<file path="config.mk">
export PLATFORM = sky130hd
export DESIGN_NAME = fetch_rf_arb_ctrl
export DESIGN_NICKNAME = d
export VERILOG_FILES = /design/src/rtl/fetch_rf_arb_ctrl_pkg.sv /design/src/rtl/fetch_rf_scoreboard.sv /design/src/rtl/fetch_rf_arb_ctrl.sv
export SDC_FILE = /design/constraint.sdc
export NUM_CORES = 1
export LEC_CHECK = 0
export BUFFER_PORTS_ARGS = -buffer_cell sky130_fd_sc_hd__clkbuf_2
export CORE_AREA = 3 3 604 606
export DETAILED_ROUTE_END_ITERATION = 12
export DIE_AREA = 0 0 607 609
export GPL_TIMING_DRIVEN = 0
export PLACE_DENSITY = 0.3
export SLEW_MARGIN = 20
export SYNTH_ARGS = -nofsm -noshare
export SYNTH_HDL_FRONTEND = slang
export SYNTH_SLANG_ARGS = --single-unit
</file>
<file path="constraint.sdc">
create_clock -name clk -period 3.7 [get_ports clk]
set_clock_uncertainty 0.1 [all_clocks]
set_input_delay 0.555 -clock clk [delete_from_list [all_inputs] [get_ports clk]]
set_output_delay 0.555 -clock clk [all_outputs]
set_load 0.01 [all_outputs]
</file>
<file path="src/rtl/fetch_rf_arb_ctrl_pkg.sv">
`default_nettype none
// ============================================================================
//  Module   : fetch_rf_arb_ctrl_pkg
//  Purpose  : Shared constants for the fetch reference RF arbiter: pixel
//             width, RF geometry, starvation limit and arbiter state
//             encodings.
//  Revision : 1.0  initial release
// ============================================================================
package fetch_rf_arb_ctrl_pkg;

  localparam int PIXEL_WIDTH        = 8;
  localparam int FETCH_RF_DEPTH     = 48;
  localparam int FETCH_RF_ADDR_W    = 6;
  localparam int FETCH_RF_DATA_W    = 48 * PIXEL_WIDTH;
  localparam int FETCH_RF_MAX_WAIT  = 4;
  localparam int FETCH_RF_CNT_W     = 7;

  // Arbiter priority state
  typedef logic [0:0] arb_state_t;
  localparam arb_state_t ST_WR_PRI = 1'b0;
  localparam arb_state_t ST_RD_PRI = 1'b1;

endpackage
`default_nettype wire

</file>
<file path="src/rtl/fetch_rf_scoreboard.sv">
`default_nettype none
// ============================================================================
//  Module   : fetch_rf_scoreboard
//  Purpose  : Per-row valid bits for the fetch reference RF plus a running
//             count of valid rows.
//  Ports    : clk, rst         clock / async active-high reset
//             i_clear          invalidate every row (wins over i_set)
//             i_set/i_set_addr mark a row valid at the clock edge
//             i_look_addr      row to look up
//             o_look_hit       looked-up row is valid (registered state only)
//             o_valid_cnt      number of valid rows
//  Revision : 1.0  initial release
// ============================================================================
module fetch_rf_scoreboard
  import fetch_rf_arb_ctrl_pkg::*;
#(
  parameter int DEPTH  = FETCH_RF_DEPTH,
  parameter int ADDR_W = FETCH_RF_ADDR_W,
  parameter int CNT_W  = FETCH_RF_CNT_W
) (
  input  logic              clk,
  input  logic              rst,
  input  logic              i_clear,
  input  logic              i_set,
  input  logic [ADDR_W-1:0] i_set_addr,
  input  logic [ADDR_W-1:0] i_look_addr,
  output logic              o_look_hit,
  output logic [CNT_W-1:0]  o_valid_cnt
);

  localparam logic [ADDR_W:0] c_depth_ext = (ADDR_W+1)'(DEPTH);

  logic [DEPTH-1:0] r_valid;
  logic [CNT_W-1:0] r_cnt;
  logic             w_set_in;
  logic             w_look_in;

  assign w_set_in  = i_set && ({1'b0, i_set_addr} < c_depth_ext);
  assign w_look_in = {1'b0, i_look_addr} < c_depth_ext;

  // Lookup sees only registered bits, so a row written this cycle is not
  // visible to a read until the next cycle.
  assign o_look_hit  = w_look_in && r_valid[i_look_addr];
  assign o_valid_cnt = r_cnt;

  always_ff @(posedge clk or posedge rst) begin
    if (rst) begin
      r_valid <= '0;
      r_cnt   <= '0;
    end else if (i_clear) begin
      r_valid <= '0;
      r_cnt   <= '0;
    end else if (w_set_in) begin
      r_valid[i_set_addr] <= 1'b1;
      if (!r_valid[i_set_addr]) begin
        r_cnt <= r_cnt + CNT_W'(1);
      end
    end
  end

endmodule
`default_nettype wire

</file>
<file path="src/rtl/fetch_rf_arb_ctrl.sv">
`default_nettype none
// ============================================================================
//  Module   : fetch_rf_arb_ctrl
//  Purpose  : Shares the single port of the fetch reference RF between the
//             DDR write path and the search-window read path. Reads are only
//             granted to written rows; a starvation guard forces a pending
//             eligible read ahead after MAX_WAIT consecutive write grants.
//  Ports    : clk, rst                     clock / async active-high reset
//             clear_i                      invalidate all rows (new CTU)
//             wr_req_i/addr/data, wr_ack_o write requester
//             rd_req_i/addr, rd_ack_o      read requester
//             rd_valid_o, rd_data_o        read return, one cycle after ack
//             err_o                        out-of-range access pulse
//             valid_cnt_o                  number of valid rows
//             mem_en_o/addr/wdata, mem_rdata_i   RF port
//  Revision : 1.0  initial release
// ============================================================================
module fetch_rf_arb_ctrl
  import fetch_rf_arb_ctrl_pkg::*;
#(
  parameter int DEPTH    = FETCH_RF_DEPTH,
  parameter int ADDR_W   = FETCH_RF_ADDR_W,
  parameter int DATA_W   = FETCH_RF_DATA_W,
  parameter int MAX_WAIT = FETCH_RF_MAX_WAIT,
  parameter int CNT_W    = FETCH_RF_CNT_W
) (
  input  logic              clk,
  input  logic              rst,
  input  logic              clear_i,
  input  logic              wr_req_i,
  input  logic [ADDR_W-1:0] wr_addr_i,
  input  logic [DATA_W-1:0] wr_data_i,
  output logic              wr_ack_o,
  input  logic              rd_req_i,
  input  logic [ADDR_W-1:0] rd_addr_i,
  output logic              rd_ack_o,
  output logic              rd_valid_o,
  output logic [DATA_W-1:0] rd_data_o,
  output logic              err_o,
  output logic [CNT_W-1:0]  valid_cnt_o,
  output logic              mem_en_o,
  output logic [ADDR_W-1:0] mem_addr_o,
  output logic [DATA_W-1:0] mem_wdata_o,
  input  logic [DATA_W-1:0] mem_rdata_i
);

  localparam int              WAIT_W      = $clog2(MAX_WAIT + 1);
  localparam logic [ADDR_W:0] c_depth_ext = (ADDR_W+1)'(DEPTH);
  localparam logic [WAIT_W-1:0] c_max_wait = WAIT_W'(MAX_WAIT);

  arb_state_t        r_state;
  arb_state_t        w_state_nxt;
  logic [WAIT_W-1:0] r_wait_cnt;
  logic [WAIT_W-1:0] w_wait_nxt;

  logic              w_wr_oor;
  logic              w_rd_oor;
  logic              w_rd_hit;
  logic              w_rd_elig;
  logic              w_wr_gnt;
  logic              w_rd_gnt;

  logic [ADDR_W-1:0] r_last_addr;
  logic              r_rd_pend;
  logic              r_rd_oor;

  assign w_wr_oor  = {1'b0, wr_addr_i} >= c_depth_ext;
  assign w_rd_oor  = {1'b0, rd_addr_i} >= c_depth_ext;
  // Out-of-range reads never touch the RF, so they need no valid bit.
  assign w_rd_elig = rd_req_i && (w_rd_oor || w_rd_hit);

  fetch_rf_scoreboard #(
    .DEPTH  (DEPTH),
    .ADDR_W (ADDR_W),
    .CNT_W  (CNT_W)
  ) u_scoreboard (
    .clk         (clk),
    .rst         (rst),
    .i_clear     (clear_i),
    .i_set       (w_wr_gnt),
    .i_set_addr  (wr_addr_i),
    .i_look_addr (rd_addr_i),
    .o_look_hit  (w_rd_hit),
    .o_valid_cnt (valid_cnt_o)
  );

  // --------------------------------------------------------------------------
  // Arbiter FSM: state register
  // --------------------------------------------------------------------------
  always_ff @(posedge clk or posedge rst) begin
    if (rst) begin
      r_state    <= ST_WR_PRI;
      r_wait_cnt <= '0;
    end else begin
      r_state    <= w_state_nxt;
      r_wait_cnt <= w_wait_nxt;
    end
  end

  // --------------------------------------------------------------------------
  // Arbiter FSM: next state
  // --------------------------------------------------------------------------
  always_comb begin
    w_state_nxt = r_state;
    w_wait_nxt  = r_wait_cnt;
    if (!w_rd_elig || w_rd_gnt) begin
      // Nothing left to protect: drop back to write priority.
      w_state_nxt = ST_WR_PRI;
      w_wait_nxt  = '0;
    end else if ((r_state == ST_WR_PRI) && w_wr_gnt) begin
      w_wait_nxt = r_wait_cnt + WAIT_W'(1);
      if (w_wait_nxt >= c_max_wait) begin
        w_state_nxt = ST_RD_PRI;
      end
    end
    // An eligible read left ungranted without a write grant (clear cycle)
    // keeps the current state and count.
  end

  // --------------------------------------------------------------------------
  // Arbiter FSM: grant outputs
  // --------------------------------------------------------------------------
  always_comb begin
    w_wr_gnt = 1'b0;
    w_rd_gnt = 1'b0;
    if (!clear_i) begin
      case (r_state)
        ST_RD_PRI: begin
          if (w_rd_elig)     w_rd_gnt = 1'b1;
          else if (wr_req_i) w_wr_gnt = 1'b1;
        end
        default: begin
          if (wr_req_i)       w_wr_gnt = 1'b1;
          else if (w_rd_elig) w_rd_gnt = 1'b1;
        end
      endcase
    end
  end

  assign wr_ack_o = w_wr_gnt;
  assign rd_ack_o = w_rd_gnt;
  assign err_o    = (w_wr_gnt && w_wr_oor) || (w_rd_gnt && w_rd_oor);

  // --------------------------------------------------------------------------
  // RF port mux; the address holds its last value when the port is idle
  // --------------------------------------------------------------------------
  assign mem_en_o    = w_wr_gnt && !w_wr_oor;
  assign mem_wdata_o = wr_data_i;

  always_comb begin
    mem_addr_o = r_last_addr;
    if (w_wr_gnt && !w_wr_oor) begin
      mem_addr_o = wr_addr_i;
    end else if (w_rd_gnt && !w_rd_oor) begin
      mem_addr_o = rd_addr_i;
    end
  end

  always_ff @(posedge clk or posedge rst) begin
    if (rst) begin
      r_last_addr <= '0;
      r_rd_pend   <= 1'b0;
      r_rd_oor    <= 1'b0;
    end else begin
      r_last_addr <= mem_addr_o;
      r_rd_pend   <= w_rd_gnt;
      r_rd_oor    <= w_rd_gnt && w_rd_oor;
    end
  end

  // RF data is already registered inside the RF, so it is passed straight
  // through; out-of-range reads return zero.
  assign rd_valid_o = r_rd_pend;
  assign rd_data_o  = r_rd_oor ? '0 : mem_rdata_i;

endmodule
`default_nettype wire

</file>
==> run_results.csv <==
group,metric,value,unit
pwr,p_per_area,206,nW/um^2
placement,portBuffers,1179,
logic_synthesis,synth_cells,1174,
clocking,clock_latency,0.35,ns
floorplanning,initial_utilization,2.57,%
sta,worst_hold_slack,0.107,ns
critical_path,worstPathMaxFanout,10,
global_routing,antenna_found_initial,255,
detailed_routing,avgRoutedWirePerCell,39.0,um
sta,layout_setup_ws,0.0268,ns
critical_path,startpoint_type,"register",
clocking,cts_buffer_depth,2,
floorplanning,die_y,609,um
floorplanning,io_pins,1571,
sta,max_freq,272,MHz
sta,fin_crit,3.67,ns
critical_path,crit_required,3.04,ns
clocking,clk_pin_slew,0.06,ns
critical_path,worstSetupPathType,"reg -> out",
clocking,cts_tree,"yes",
sta,slew_headroom,31.2,%
detailed_routing,wl,280000,um
sta,finalMaxSlewViolations,0,
outcome,run_status,"complete, no violations",
pwr,peakVddDrop,0.194,mV
logic_synthesis,synthArstFlopShare,100,%
floorplanning,dieWidth,607,um
clocking,cts.htree.levels,3,
global_routing,grt.overflow.total,0,
logic_synthesis,synth_ff_type,"dfrtp_1",
clocking,root_buffer,"clkbuf_16",
logic_synthesis,yosys_warnings,0,
floorplanning,core-area,359000,sq um
placement,dp_slack,-0.819,ns
global_routing,track_usage,14.5,%
detailed_routing,vias,14280,
logic_synthesis,synth-edff-count,0,
floorplanning,rows,220,
logic_synthesis,synth_area_per_cell,7.87,sq um
finish,area_delta_synth_final,136,%
logic_synthesis,syn_nets,1961,
finish,fin_nets,3157,
detailed_routing,postRouteAntennaNets,0,
clocking,cts_sinks,67,
logic_synthesis,synth_area,9240,sq um
clocking,cts_buffers,9,
floorplanning,die_area,370000,sq um
pwr,p_leak,9.79,nW
logic_synthesis,ys_types,58,
sta,timing.final.crit_share,99.3,%
detailed_routing,firstDrtPassIters,5,
placement,dpl.hpwl,272000,um
detailed_routing,drt_drc_violations_left,0,
logic_synthesis,ys_ff_latch,67,
critical_path,cp.arrival,3.02,ns
clocking,hold_buffers,0,
global_routing,grt_max_degree,35,
global_routing,grt_pass1_wl,311000,um
critical_path,setup.worst_path.end_class,"primary output",
sta,final_hold_viol_count,0,
run,drv_cap,0,
sta,rsz0062_at_grt,"false",
global_routing,grt_pass1_vias,14044,
placement,gp_congestion,0.996,
sta,worstMarginPinSlew,1.03,ns
detailed_routing,drtIter0Drc,871,
logic_synthesis,seq_area_frac_synth,18.1,%
sta,setup_viol,0,
finish,final_layout_size_suffix_gt1_share,69.7,%
detailed_routing,viasPerCell,1.99,
min_path,worstHoldPathType,"in -> async",
-- sequential cells by signal, indices dropped and copies added (netlist names) --
name,cells
r_rd_oor,1
rd_valid_o,1
u_scoreboard.o_valid_cnt,7
r_state,1
r_wait_cnt,3
r_last_addr,6
u_scoreboard.r_valid,48
-- timing repair --
action,in CTS,in global routing
gates resized for setup,42,11
setup endpoints to repair,17,7
buffers inserted,3,0
-- cells in the final DEF (no fill, tap or decap), types with 3 or more instances in the layout --
cell | Yosys | layout
nand3_1 | 15 | 15
clkbuf_8 | 0 | 8
o211ai_1 | 5 | 5
o2bb2ai_1 | 36 | 36
nor2b_1 | 393 | 376
nor3_1 | 6 | 5
dfrtp_1 | 67 | 67
nand4_1 | 5 | 5
mux2_1 | 3 | 3
clkbuf_2 | 0 | 1180
buf_6 | 3 | 4
nor2b_2 | 0 | 15
mux2i_1 | 30 | 28
or4_1 | 3 | 3
a41oi_1 | 3 | 3
clkbuf_16 | 0 | 9
o22ai_1 | 3 | 3
diode_2 | 0 | 31
a31oi_1 | 3 | 3
o21ai_0 | 7 | 3
o31ai_1 | 10 | 10
clkbuf_1 | 58 | 52
inv_1 | 10 | 9
buf_4 | 387 | 391
nor2_1 | 15 | 13
a22oi_1 | 6 | 6
a221oi_1 | 5 | 5
nand2_1 | 31 | 30
nor3b_1 | 3 | 3
a21oi_1 | 11 | 11
mux4_2 | 4 | 4
mux2_2 | 5 | 5
o21ai_2 | 1 | 5
-- critical path, cell delays in order, from the launching register on --
cell and delay, ns:
dfrtp_1 0.36, clkbuf_2 0.12, buf_12 0.15, clkbuf_2 0.41
clkbuf_2 0.46, nor2b_1 0.81, clkbuf_2 0.29
-- layer usage --
layer / global-route usage (%) / up-vias / routed length [um]
met5: 0 / - / 1020
met4: 0.177 / 158 / 1150
met3: 10.3 / 302 / 44600
met2: 23.4 / 1134 / 127000
met1: 16.2 / 6836 / 107000
li1: - / 5850 / -
-- final timing paths --
check / to / cells after the start / startpoint / slack (ns)
hold reg to reg: u_scoreboard.o_valid_cnt[6]$_DFFE_PP0P_ / 1 / u_scoreboard.o_valid_cnt[6]$_DFFE_PP0P_ / 0.38
hold / removal: u_scoreboard.o_valid_cnt[6]$_DFFE_PP0P_ / 2 / rst / 0.11
setup / recovery: rd_data_o[24] / 6 / r_rd_oor$_DFF_PP0_ / 0.03
setup reg to reg: u_scoreboard.r_valid[25]$_DFFE_PP0P_ / 10 / u_scoreboard.r_valid[38]$_DFFE_PP0P_ / 0.84
max in group asynchronous: u_scoreboard.r_valid[36]$_DFFE_PP0P_ / 3 / rst / 2.82
min in group clk: u_scoreboard.o_valid_cnt[6]$_DFFE_PP0P_ / 1 / u_scoreboard.o_valid_cnt[6]$_DFFE_PP0P_ / 0.38
-- synth_stat cells, types with 3 or more instances --
master       n  share of area [%]
a21oi_1     11               0.60
a221oi_1     5               0.47
a22oi_1      6               0.49
a31oi_1      3               0.20
a41oi_1      3               0.28
and2_1       4               0.27
buf_2        4               0.22
buf_4      387                 31
buf_6        3               0.37
clkbuf_1    58                2.4
dfrtp_1     67                 18
inv_1       10               0.41
mux2_1       3               0.37
mux2_2       5               0.61
mux2i_1     30                3.3
mux4_2       4               0.98
nand2_1     31                1.3
nand3_1     15               0.81
nand4_1      5               0.34
nor2_1      15               0.61
nor2b_1    393                 27
nor3_1       6               0.33
nor3b_1      3               0.24
o211ai_1     5               0.41
o21ai_0      7               0.38
o22ai_1      3               0.20
o2bb2ai_1   36                3.4
o31ai_1     10               0.81
or4_1        3               0.24
-- power by group --
group,internal [mW],switching [mW]
combinational,0.898,1.89
sequential,0.751,0.0117
clock,0.596,0.353
-- final cells by class --
class                   instances  area, sq um
diodes                         31         77.6
plain buffers                 452         3190
clock buffers                  13          280
clock inverters                 3         43.8
fillers                     43000       338000
inverters                      11         43.8
multi-input cells             644         4480
flip-flops and latches         67         1680
well taps                    4773         5970
repair buffers               1185         6030
-- stage by stage --
step / setup TNS (ns) / cells / power (mW) / util (%) / cell area [sq um]
after CTS: 0 / 7148 / 4.68 / 6.03 / 21700
after floorplan: 0 / 1174 / 1.66 / - / 9240
after global routing: 0 / 7153 / 4.74 / 6.05 / 21700
after detailed placement: -5.99 / 7129 / 3.68 / 5.90 / 21200
final: 0 / 7179 / 4.50 / 6.06 / 21800
after global placement: -183.82 / 7126 / 3.69 / 5.87 / 21100
-- cells by family (layout without fill, tap and decap cells) --
logic type                 after synthesis  after routing  synth area share [%]
and+or+nand+nor                        492            492                  32.4
buffers and inverters                  463           1664                  34.8
AOI/OAI and AO/OA                      107            107                  9.03
DFF                                     67             67                  18.1
muxes                                   42             42                  5.20
adders and majority gates                2              2                 0.271
xor gates and xnor gates                 1              1                0.0948
other                                    0             31                     0
Note: power is estimated with default switching activity, not from simulation.
